--- config.mk ---
export PLATFORM = sky130hd
export DESIGN_NAME = hazard_scoreboard_flat
export DESIGN_NICKNAME = d
export VERILOG_FILES = /design/src/rtl/hazard_scoreboard_pkg.sv /design/src/rtl/hazard_scoreboard_if.sv /design/src/rtl/hazard_scoreboard_entry.sv /design/src/rtl/hazard_scoreboard.sv /design/src/flat_wrapper.sv
export SDC_FILE = /design/constraint.sdc
export NUM_CORES = 1
export LEC_CHECK = 0
export CAP_MARGIN = 40
export CORE_AREA = 2 2 171 140
export CTS_CLUSTER_DIAMETER = 80
export DETAILED_ROUTE_END_ITERATION = 12
export DIE_AREA = 0 0 173 142
export HOLD_SLACK_MARGIN = 0.12
export PLACE_DENSITY = 0.66
export SETUP_SLACK_MARGIN = 0.5
export SYNTH_ARGS = -nofsm -noshare
export SYNTH_HDL_FRONTEND = slang
export SYNTH_SLANG_ARGS = --single-unit
--- constraint.sdc ---
create_clock -name clk -period 11.05 [get_ports clk]
set_input_delay 1.6575 -clock clk [delete_from_list [all_inputs] [get_ports clk]]
set_output_delay 1.6575 -clock clk [all_outputs]
set_load 0.005 [all_outputs]
--- src/rtl/hazard_scoreboard_pkg.sv ---
// Shared constants, types and helpers for the hazard scoreboard.
// Holds the operand-mux encoding and the producer latency classes.
package hazard_scoreboard_pkg;

  localparam int NREG    = 32;
  localparam int AW      = 5;
  localparam int MAX_LAT = 4;
  localparam int LW      = 3;

  // Existing 4:1 operand-mux encoding; 2'b11 is reserved.
  localparam logic [1:0] FWD_RF  = 2'b00;
  localparam logic [1:0] FWD_WB  = 2'b01;
  localparam logic [1:0] FWD_MEM = 2'b10;

  localparam logic [LW-1:0] LAT_ALU  = LW'(1);
  localparam logic [LW-1:0] LAT_LOAD = LW'(2);
  localparam logic [LW-1:0] LAT_MULT = LW'(MAX_LAT);

  typedef struct packed {
    logic       stall;
    logic [1:0] sel;
  } rd_t;

  // Latency of 0 or beyond MAX_LAT falls back to the slowest unit.
  function automatic logic [LW-1:0] lat_norm(
    input logic [LW-1:0] l
  );
    if (l == '0 || l > LW'(MAX_LAT))
      return LW'(MAX_LAT);
    return l;
  endfunction

  function automatic rd_t rd_decode(
    input logic [LW-1:0] c,
    input logic          used,
    input logic [AW-1:0] a
  );
    rd_t d;
    d.stall = 1'b0;
    d.sel   = FWD_RF;
    if (used && a != '0) begin
      unique case (1'b1)
        (c >= LW'(3)): d.stall = 1'b1;
        (c == LW'(2)): d.sel   = FWD_MEM;
        (c == LW'(1)): d.sel   = FWD_WB;
        default: ;
      endcase
    end
    return d;
  endfunction

endpackage

--- src/rtl/hazard_scoreboard_if.sv ---
// ID-side request and hazard response bundle.
// master drives decoded ID fields; slave is the scoreboard.
interface hazard_scoreboard_if;
  import hazard_scoreboard_pkg::*;

  logic          id_valid;
  logic          id_flush;
  logic [AW-1:0] id_rs;
  logic [AW-1:0] id_rt;
  logic          id_rs_used;
  logic          id_rt_used;
  logic          id_wr_en;
  logic [AW-1:0] id_wr_addr;
  logic [LW-1:0] id_lat;
  logic          stall;
  logic          issue;
  logic [1:0]    fwd_a;
  logic [1:0]    fwd_b;
  logic [AW:0]   pending_cnt;

  modport master (
    output id_valid, id_flush,
    output id_rs, id_rt,
    output id_rs_used, id_rt_used,
    output id_wr_en, id_wr_addr, id_lat,
    input  stall, issue,
    input  fwd_a, fwd_b, pending_cnt
  );

  modport slave (
    input  id_valid, id_flush,
    input  id_rs, id_rt,
    input  id_rs_used, id_rt_used,
    input  id_wr_en, id_wr_addr, id_lat,
    output stall, issue,
    output fwd_a, fwd_b, pending_cnt
  );

endinterface

--- src/rtl/hazard_scoreboard_entry.sv ---
// One register's in-flight countdown: load, decrement, saturate at 0.
// o_nxt is the value the entry takes at the coming edge.
module scoreboard_entry
  import hazard_scoreboard_pkg::*;
(
  input  logic          clk,
  input  logic          rst,
  input  logic          i_load,
  input  logic [LW-1:0] i_val,
  output logic [LW-1:0] o_cnt,
  output logic [LW-1:0] o_nxt
);

  logic [LW-1:0] r_cnt;
  logic [LW-1:0] w_nxt;

  always_comb begin
    w_nxt = '0;
    if (rst)
      w_nxt = '0;
    else if (i_load)
      w_nxt = i_val;
    else if (r_cnt != '0)
      w_nxt = r_cnt - LW'(1);
  end

  always_ff @(posedge clk) begin
    if (rst)
      r_cnt <= '0;
    else
      r_cnt <= w_nxt;
  end

  assign o_cnt = r_cnt;
  assign o_nxt = w_nxt;

endmodule

--- src/rtl/hazard_scoreboard.sv ---
// Forwarding/hazard unit: per-register countdowns, RAW/WAW stalls,
// registered EX forward selects and an in-flight entry count.
module hazard_scoreboard
  import hazard_scoreboard_pkg::*;
(
  input logic                clk,
  input logic                rst,
  hazard_scoreboard_if.slave bus
);

  logic [LW-1:0] w_cnt [NREG];
  logic [LW-1:0] w_nxt [NREG];
  logic [LW-1:0] w_latp1;
  rd_t           w_a;
  rd_t           w_b;
  logic          w_waw;
  logic          w_go;
  logic          w_stall;
  logic          w_issue;
  logic [AW:0]   w_pop;
  logic [1:0]    r_fwd_a;
  logic [1:0]    r_fwd_b;
  logic [AW:0]   r_pend;

  assign w_cnt[0] = '0;
  assign w_nxt[0] = '0;

  for (genvar r = 1; r < NREG; r++) begin : g_ent
    logic w_load;
    assign w_load = w_issue & bus.id_wr_en &
                    (bus.id_wr_addr == AW'(r));
    scoreboard_entry u_ent (
      .clk    (clk),
      .rst    (rst),
      .i_load (w_load),
      .i_val  (w_latp1),
      .o_cnt  (w_cnt[r]),
      .o_nxt  (w_nxt[r])
    );
  end

  // Decoders read the pre-update entries, so a self-dependent
  // instruction sees the older producer.
  assign w_a = rd_decode(w_cnt[bus.id_rs],
                         bus.id_rs_used, bus.id_rs);
  assign w_b = rd_decode(w_cnt[bus.id_rt],
                         bus.id_rt_used, bus.id_rt);

  assign w_latp1 = lat_norm(bus.id_lat) + LW'(1);
  assign w_waw   = bus.id_wr_en &&
                   (bus.id_wr_addr != '0) &&
                   (w_cnt[bus.id_wr_addr] > w_latp1);

  assign w_go    = ~rst & bus.id_valid & ~bus.id_flush;
  assign w_stall = w_go & (w_a.stall | w_b.stall | w_waw);
  assign w_issue = w_go & ~w_stall;

  always_comb begin
    w_pop = '0;
    for (int i = 1; i < NREG; i++)
      w_pop = w_pop + (AW+1)'(w_nxt[i] != '0);
  end

  always_ff @(posedge clk) begin
    if (rst) begin
      r_fwd_a <= FWD_RF;
      r_fwd_b <= FWD_RF;
      r_pend  <= '0;
    end else begin
      r_fwd_a <= w_issue ? w_a.sel : FWD_RF;
      r_fwd_b <= w_issue ? w_b.sel : FWD_RF;
      r_pend  <= w_pop;
    end
  end

  assign bus.stall       = w_stall;
  assign bus.issue       = w_issue;
  assign bus.fwd_a       = r_fwd_a;
  assign bus.fwd_b       = r_fwd_b;
  assign bus.pending_cnt = r_pend;

endmodule

--- src/flat_wrapper.sv ---
// flat-port wrapper written by rule: the top's interface ports become plain ports
module hazard_scoreboard_flat import hazard_scoreboard_pkg::*;
  (clk, rst, bus_id_valid, bus_id_flush, bus_id_rs, bus_id_rt, bus_id_rs_used, bus_id_rt_used, bus_id_wr_en, bus_id_wr_addr, bus_id_lat, bus_stall, bus_issue, bus_fwd_a, bus_fwd_b, bus_pending_cnt);
  hazard_scoreboard_if bus_i ();
  input logic clk;
  input logic rst;
  input wire logic [$bits(bus_i.id_valid)-1:0] bus_id_valid;
  input wire logic [$bits(bus_i.id_flush)-1:0] bus_id_flush;
  input wire logic [$bits(bus_i.id_rs)-1:0] bus_id_rs;
  input wire logic [$bits(bus_i.id_rt)-1:0] bus_id_rt;
  input wire logic [$bits(bus_i.id_rs_used)-1:0] bus_id_rs_used;
  input wire logic [$bits(bus_i.id_rt_used)-1:0] bus_id_rt_used;
  input wire logic [$bits(bus_i.id_wr_en)-1:0] bus_id_wr_en;
  input wire logic [$bits(bus_i.id_wr_addr)-1:0] bus_id_wr_addr;
  input wire logic [$bits(bus_i.id_lat)-1:0] bus_id_lat;
  output wire logic [$bits(bus_i.stall)-1:0] bus_stall;
  output wire logic [$bits(bus_i.issue)-1:0] bus_issue;
  output wire logic [$bits(bus_i.fwd_a)-1:0] bus_fwd_a;
  output wire logic [$bits(bus_i.fwd_b)-1:0] bus_fwd_b;
  output wire logic [$bits(bus_i.pending_cnt)-1:0] bus_pending_cnt;
  assign bus_i.id_valid = bus_id_valid;
  assign bus_i.id_flush = bus_id_flush;
  assign bus_i.id_rs = bus_id_rs;
  assign bus_i.id_rt = bus_id_rt;
  assign bus_i.id_rs_used = bus_id_rs_used;
  assign bus_i.id_rt_used = bus_id_rt_used;
  assign bus_i.id_wr_en = bus_id_wr_en;
  assign bus_i.id_wr_addr = bus_id_wr_addr;
  assign bus_i.id_lat = bus_id_lat;
  assign bus_stall = bus_i.stall;
  assign bus_issue = bus_i.issue;
  assign bus_fwd_a = bus_i.fwd_a;
  assign bus_fwd_b = bus_i.fwd_b;
  assign bus_pending_cnt = bus_i.pending_cnt;
  hazard_scoreboard u_core (.clk(clk), .rst(rst), .bus(bus_i));
endmodule
# --- Word level (Yosys, flattened, before mapping) ---
# Cells that the tools add are included.
word_totals:
  register_bits: 103
  latchBits: 0
  ramBits: 0
  rom_bits: 0
  in_bits: 25
  output_inout_bits: 12
  wordCells: 369
  memories: 0
classes:
  add_sub_neg: 62
  n_mul: 0
  div: 0
  order_cmp: 7
  eq_ne: 35
  n_shift: 0
  muxes: 111
  bitwise_logic: 47
  n_reduce_logical: 73
op_table:
  columns: ["operator", "n"]
  rows:
  - ["two-way mux 3 bit", 103]
  - ["nonzero test 3 bit", 62]
  - ["adder 6 x 1 -> 6 bit", 29]
  - ["subtractor 3 x 1 -> 3 bit (second input constant)", 31]
  - ["== test 5 bit (second input constant)", 16]
  - ["binary-select mux 3 bit (select 5 bit)", 3]
  - ["== test 5 x 4 -> 1 bit (second input constant)", 8]
  - ["bitwise AND 1 bit", 36]
  - ["== test 5 x 3 -> 1 bit (second input constant)", 4]
  - [">= comparator 6 bit (second input constant)", 3]
  - ["NOT 5 -> 6 bit", 3]
  - ["nonzero test 5 bit", 3]
  - ["== test 5 x 2 -> 1 bit (second input constant)", 2]
  - ["one-hot mux 2 bit (2 select lines)", 2]
  - ["== test 3 x 1 -> 1 bit (second input constant)", 2]
  - ["== test 3 x 2 -> 1 bit (second input constant)", 2]
  - [">= comparator 3 x 2 -> 1 bit (second input constant)", 2]
  - ["NOT 1 bit", 6]
  - ["OR reduction 3 bit", 2]
  - ["== test 5 x 1 -> 1 bit (second input constant)", 1]
  - ["logical AND 1 bit", 4]
  - ["adder 3 x 1 -> 3 bit (second input constant)", 1]
  - ["greater-than comparator 3 bit", 1]
  - ["greater-than comparator 3 bit (second input constant)", 1]
  - ["other kinds (5)", 8]

# --- Logic depth before layout (Yosys ltp) ---
# Gate-level depths: netlist of the first run.
logic_depth:
  word_depth: 47
  depth_mapped: 34
  ltp_nobuf: 31

# --- Cells and area by module ---
# Synthesis of the first run repeated with hierarchy kept, for this count alone.
unflattened:
  hier_cells: 984
  hier_area_um2: 8545.7
by_module_without_submodules:
  columns: ["mod", "instances", "cells_per_inst", "area_per_inst_um2", "seq_area_each_um2"]
  rows:
  - ["scoreboard_entry", 31, 18, 138.9, 60.1]
  - ["hazard_scoreboard", 1, 426, 4240.3, 200.2]

# --- Least setup slack after synthesis of the first run ---
# No wires, ideal clock.
synth_timing:
  kind: "input -> register"
  startpoint: "in bus_id_wr_addr[0]"
  endpoint: "reg u_core.r_pend[4], in the netlist u_core.bus.pending_cnt[4]"
  setup_time_ps: 128
  arrival_ps: 9501
  required_ps: 10922
  setup_slack_ps: 1421
  stages: 29
  path_buffers: 2
  cell_sequence: "clkbuf_1 -> clkbuf_1 -> mux4_2 -> mux4_2 -> mux2i_1 -> ha_1 -> nand3_1 -> nand2_1 -> a221oi_1 -> a31oi_4 -> nand3_1 -> mux2_2 -> ha_1 -> fa_1 -> fa_1 -> fa_1 -> fa_1 -> fa_1 -> inv_1 -> fa_1 -> inv_1 -> ha_1 -> inv_1 -> fa_1 -> inv_1 -> a21o_1 -> a21oi_1 -> xor2_1 -> nor2_1"
synth_between:
  elab_chain_cells: 45
  word_cells_on_any_way: 198
  cone_classes: "add/sub: 30; order compare: 1; eq/ne: 31; mux: 65; bitwise: 37; reduce/logical: 34"
synth_lines:
  columns: ["item", "line_no", "rtl"]
  rows:
  - ["start, declared", "flat_wrapper.sv:14", "input wire logic [$bits(bus_i.id_wr_addr)-1:0] bus_id_wr_addr;"]
  - ["NOT 5 -> 6 bit (implied by the code)", "hazard_scoreboard.sv:52", "(w_cnt[bus.id_wr_addr] > w_latp1);"]
  - ["binary-select mux 3 bit (select 5 bit)", "hazard_scoreboard.sv:52", null]
  - ["two-way mux 3 bit (implied by the code) (2 in series)", "hazard_scoreboard.sv:52", null]
  - ["greater-than comparator 3 bit", "hazard_scoreboard.sv:52", null]
  - ["logical AND 1 bit", "hazard_scoreboard.sv:51", "(bus.id_wr_addr != '0) &&"]
  - ["bitwise OR 1 bit", "hazard_scoreboard.sv:55", "assign w_stall = w_go & (w_a.stall | w_b.stall | w_waw);"]
  - ["bitwise AND 1 bit", "hazard_scoreboard.sv:55", null]
  - ["NOT 1 bit", "hazard_scoreboard.sv:56", "assign w_issue = w_go & ~w_stall;"]
  - ["bitwise AND 1 bit", "hazard_scoreboard.sv:56", null]
  - ["bitwise AND 1 bit (2 in series)", "hazard_scoreboard.sv:30", "assign w_load = w_issue & bus.id_wr_en &"]
  - ["two-way mux 3 bit", "hazard_scoreboard_entry.sv:21", "else if (i_load)"]
  - ["two-way mux 3 bit", "hazard_scoreboard_entry.sv:19", "if (rst)"]
  - ["nonzero test 3 bit", "hazard_scoreboard.sv:61", "w_pop = w_pop + (AW+1)'(w_nxt[i] != '0);"]
  - ["adder 1 x 1 -> 2 bit", "hazard_scoreboard.sv:61", null]
  - ["adder 6 x 1 -> 6 bit (28 in series)", "hazard_scoreboard.sv:61", null]
  - ["adder 6 x 1 -> 6 bit *", "hazard_scoreboard.sv:61", null]
  - ["end signal, assigned", "hazard_scoreboard.sv:72", "r_pend <= w_pop;"]
  - ["end, declared", "hazard_scoreboard.sv:23", "logic [AW:0] r_pend;"]
# Every way passes the cells marked *; elsewhere a longest branch is shown, timed or not. The select of a mux whose other input is x is not followed.
# A chain may end at the register's enable or synchronous reset.

# --- Worst setup path after layout of the first run ---
# Ends and elaborated chain as after synthesis.

==> metrics, run 1 <==
RSZ-0062 raised after global routing=no; Slew @ Worst Pin=a little under 0.9 ns; dpl hpwl=21.6 mm; largest net degree at the start of global routing=56; most common cell in the netlist=mux2i_1; FFs w/ async S/R, synth=0%; first-pass GRT wire length=45.3 mm; leakage power=between 5 and 6 nW; io pins=37; placed insts=between 1000 and 1500; largest cells by area after synthesis=dfxtp_1 (20%), mux4_2 (14%), mux2i_1 (13%); Post-CTS Hold Buffers=0; Post-Syn Instances=1085; #FFs+latches synth=between 100 and 150; outcome=complete, no violations; cts bufs inserted=9; ys flop type=dfxtp_1; CP peak stage delay=roughly 0.63 ns; Clock Latency Late Sink=~0.37 ns; grt ovf=0; 1st-pass router iterations=5; area leader, netlist=dfxtp_1; number of flops mapped to enable cells by yosys=0; Tcrit/Tclk final=between 80% and 90%; VDD IR max=between 0.06 and 0.07 mV; flop-to-flop setup slack=2.90 ns; DR vias=between 8000 and 9000; crit path launch=bus_id_wr_addr[0]; post-synth top area share=20.4%; DRC violation count after routing=0; fraction of layout cells with a size suffix above 1=between 10% and 20%; Worst Hold Class=flip-flop to flip-flop; Die Ht=approximately 140 um; number of setup violations in the final report=0; MaxCap Viol Count=0; number of diodes=0; WL met1=13.4 mm; Core Area=~0.023 mm^2; antenna viol nets, final=0; CP max FO=30; crit path launch type=input pin; total negative slack=0 ns; routability cong.=about 0.95; crit path kind=input pin to flip-flop; Crit. End Element=flip-flop; Syn-to-layout area delta=8.57%; post-synth net total=1209; Top Metal Used=met4; register area share after synthesis=roughly 20%; GRT Overall Usage=24.1%; # rows=50; Clock Sinks=103; TritonCTS clock tree=yes; Synth cell types=51; Root Buffer=clkbuf_16; I/O Buffers=36; die area=roughly 0.025 mm^2; post-CTS sizing=0; Syn Area/Cell=between 9 and 10 um^2; met3 WL=3.05 mm; PwrDens=73.5 mW/mm^2; Ys Warns=0; synth cell count leaders=mux2i_1 (132), dfxtp_1 (103), nor2_1 (103), inv_1 (94), ha_1 (76); htree depth=3; synthesized area=a little over 0.01 mm^2; clk slew on worst S/H paths=0.07 ns; Met2 Routed Length=11.8 mm; worst-case clock buffer depth=2; initial antenna violation count=0; fill count=roughly 2200; Die X=between 150 and 200 um; worst rel slew slack=40.3%; routed wire length=~29 mm; RR Startpoint=u_core.g_ent[26].u_ent.o_cnt[1]; DR WL/cell=slightly above 20 um; Fmax achieved=0.102 GHz; Final Max Slew Viols=0; vias in the first global route=between 7000 and 8000; CP most frequent cell=fa_1; post-CTS setup buffer count=0; vias per cell=a little under 6; CP max-delay cell=buf_2; Starting DRT DRC Count=between 700 and 800; hold path start=u_core.g_ent[18].u_ent.o_cnt[2]; # nets final=1210; initial cell density of the core=between 40% and 50%; final std cells w/o fill=1403; CP required=about 11 ns; Hold Violations, Final=0; Crit path arrival time=roughly 10 ns; Setup Skew=~0.0097 ns; Period minus WS final=between 9 and 10 ns
==> metrics by stage <==
step	hold WS (ns)	util (%)	area (um^2)	worst slack [ns]	power (W)
after global routing	0.690	47.9	11000	0.795	0.000833
after detailed placement	0.628	46.7	10700	0.873	0.000491
final	0.642	47.9	11000	1.25	0.000807
after CTS	0.637	47.9	11000	1.25	0.000809
after global placement	0.641	46.5	10700	0.966	0.000490
after floorplan	0.577	-	10100	1.42	0.000455
==> worst max-delay path: cells and delay by family <==
family	cells	cell delay [ns]
adders and majority gates	9	3.80
muxes	4	1.77
buffers and inverters	8	1.34
AOI/OAI and AO/OA	5	0.82
and+or+nand+nor	3	0.44
xor gates and xnor gates	1	0.15
==> final cells by class <==
class | count | area [um^2] | share of cell area, %
multi-input combinational | 826 | 7400 | 67.5
sequential | 103 | 2060 | 18.8
inverter | 95 | 357 | 3.25
tap | 312 | 390 | 3.56
clock inverter | 5 | 32.5 | 0.297
timing repair buffer | 51 | 475 | 4.33
clock buffer | 11 | 253 | 2.30
==> where the power goes <==
| group | internal [W] | switching, W |
|---|---|---|
| Clock | 0.000165 | 0.000157 |
| Combinational | 0.0000406 | 0.0000707 |
| Sequential | 0.000372 | 0.00000139 |
| Total | 0.000578 | 0.000229 |
==> layout by cell type (no fill, tap or decap), types with 2 or more instances in the layout <==
| cell type | Yosys | routed |
|---|---|---|
| a211oi_1 | 4 | 4 |
| clkbuf_8 | 0 | 2 |
| nand3b_1 | 2 | 2 |
| clkdlybuf4s50_1 | 0 | 32 |
| a21o_1 | 24 | 23 |
| a22o_1 | 2 | 2 |
| nand3_1 | 21 | 21 |
| inv_1 | 94 | 94 |
| mux4_2 | 62 | 62 |
| nor3_1 | 7 | 7 |
| fa_1 | 23 | 23 |
| nand2_1 | 67 | 67 |
| buf_4 | 3 | 15 |
| nand2b_1 | 58 | 57 |
| nor3b_1 | 27 | 27 |
| a22oi_1 | 5 | 5 |
| xor2_1 | 4 | 4 |
| clkbuf_16 | 0 | 9 |
| nand4_1 | 4 | 4 |
| nor2_1 | 103 | 103 |
| clkinv_4 | 0 | 2 |
| buf_2 | 8 | 3 |
| o21ai_0 | 4 | 4 |
| or2_2 | 23 | 23 |
| and3_1 | 4 | 4 |
| mux2_2 | 31 | 31 |
| nand3_2 | 10 | 10 |
| ha_1 | 76 | 76 |
| nand3_4 | 10 | 10 |
| and2_1 | 9 | 9 |
| or3_1 | 30 | 30 |
| a21oi_1 | 48 | 48 |
| dfxtp_1 | 103 | 103 |
| mux2i_1 | 132 | 132 |
| nor2b_1 | 16 | 16 |
| a221oi_1 | 3 | 3 |
| mux2_1 | 2 | 2 |
| clkinv_2 | 0 | 3 |
==> metal layers <==
metal,track usage [%],vias up
met3,6.52,35
met4,5.35,0
met5,0,-
met1,35.9,3988
met2,34.5,409
li1,-,3780
==> registers in the layout (all words and copies together), names as in the netlist <==
name / cells
u_core.bus.pending_cnt: 6
u_core.g_ent.u_ent.o_cnt: 93
u_core.bus.fwd_a: 2
u_core.bus.fwd_b: 2
==> final timing paths <==
| kind | to | cells past startpoint |
|---|---|---|
| worst min register to register | u_core.g_ent[18].u_ent.o_cnt[1] | 3 |
| worst max-delay path | u_core.bus.pending_cnt[4] | 30 |
| worst max register to register | u_core.bus.pending_cnt[4] | 29 |
| worst min-delay path | u_core.g_ent[18].u_ent.o_cnt[1] | 3 |
==> cell families (layout without fill, tap and decap cells) <==
kind of cell | after synthesis | count (layout) | synth area share (%)
and+or+nand+nor | 395 | 395 | 21.8
xor gates and xnor gates | 4 | 4 | 0.347
adders and majority gates | 99 | 99 | 14.0
muxes | 227 | 227 | 30.6
AOI/OAI and AO/OA | 101 | 101 | 6.43
DFF | 103 | 103 | 20.4
buffers and inverters | 156 | 162 | 6.45
Note: power is estimated with default switching activity, not from simulation.
==> inputs of run 2 (changes only) <==
- GPL_ROUTABILITY_DRIVEN: not set -> 1
==> results of run 2 <==
No change in the layout: final DEF, timing and power equal those of run 1.
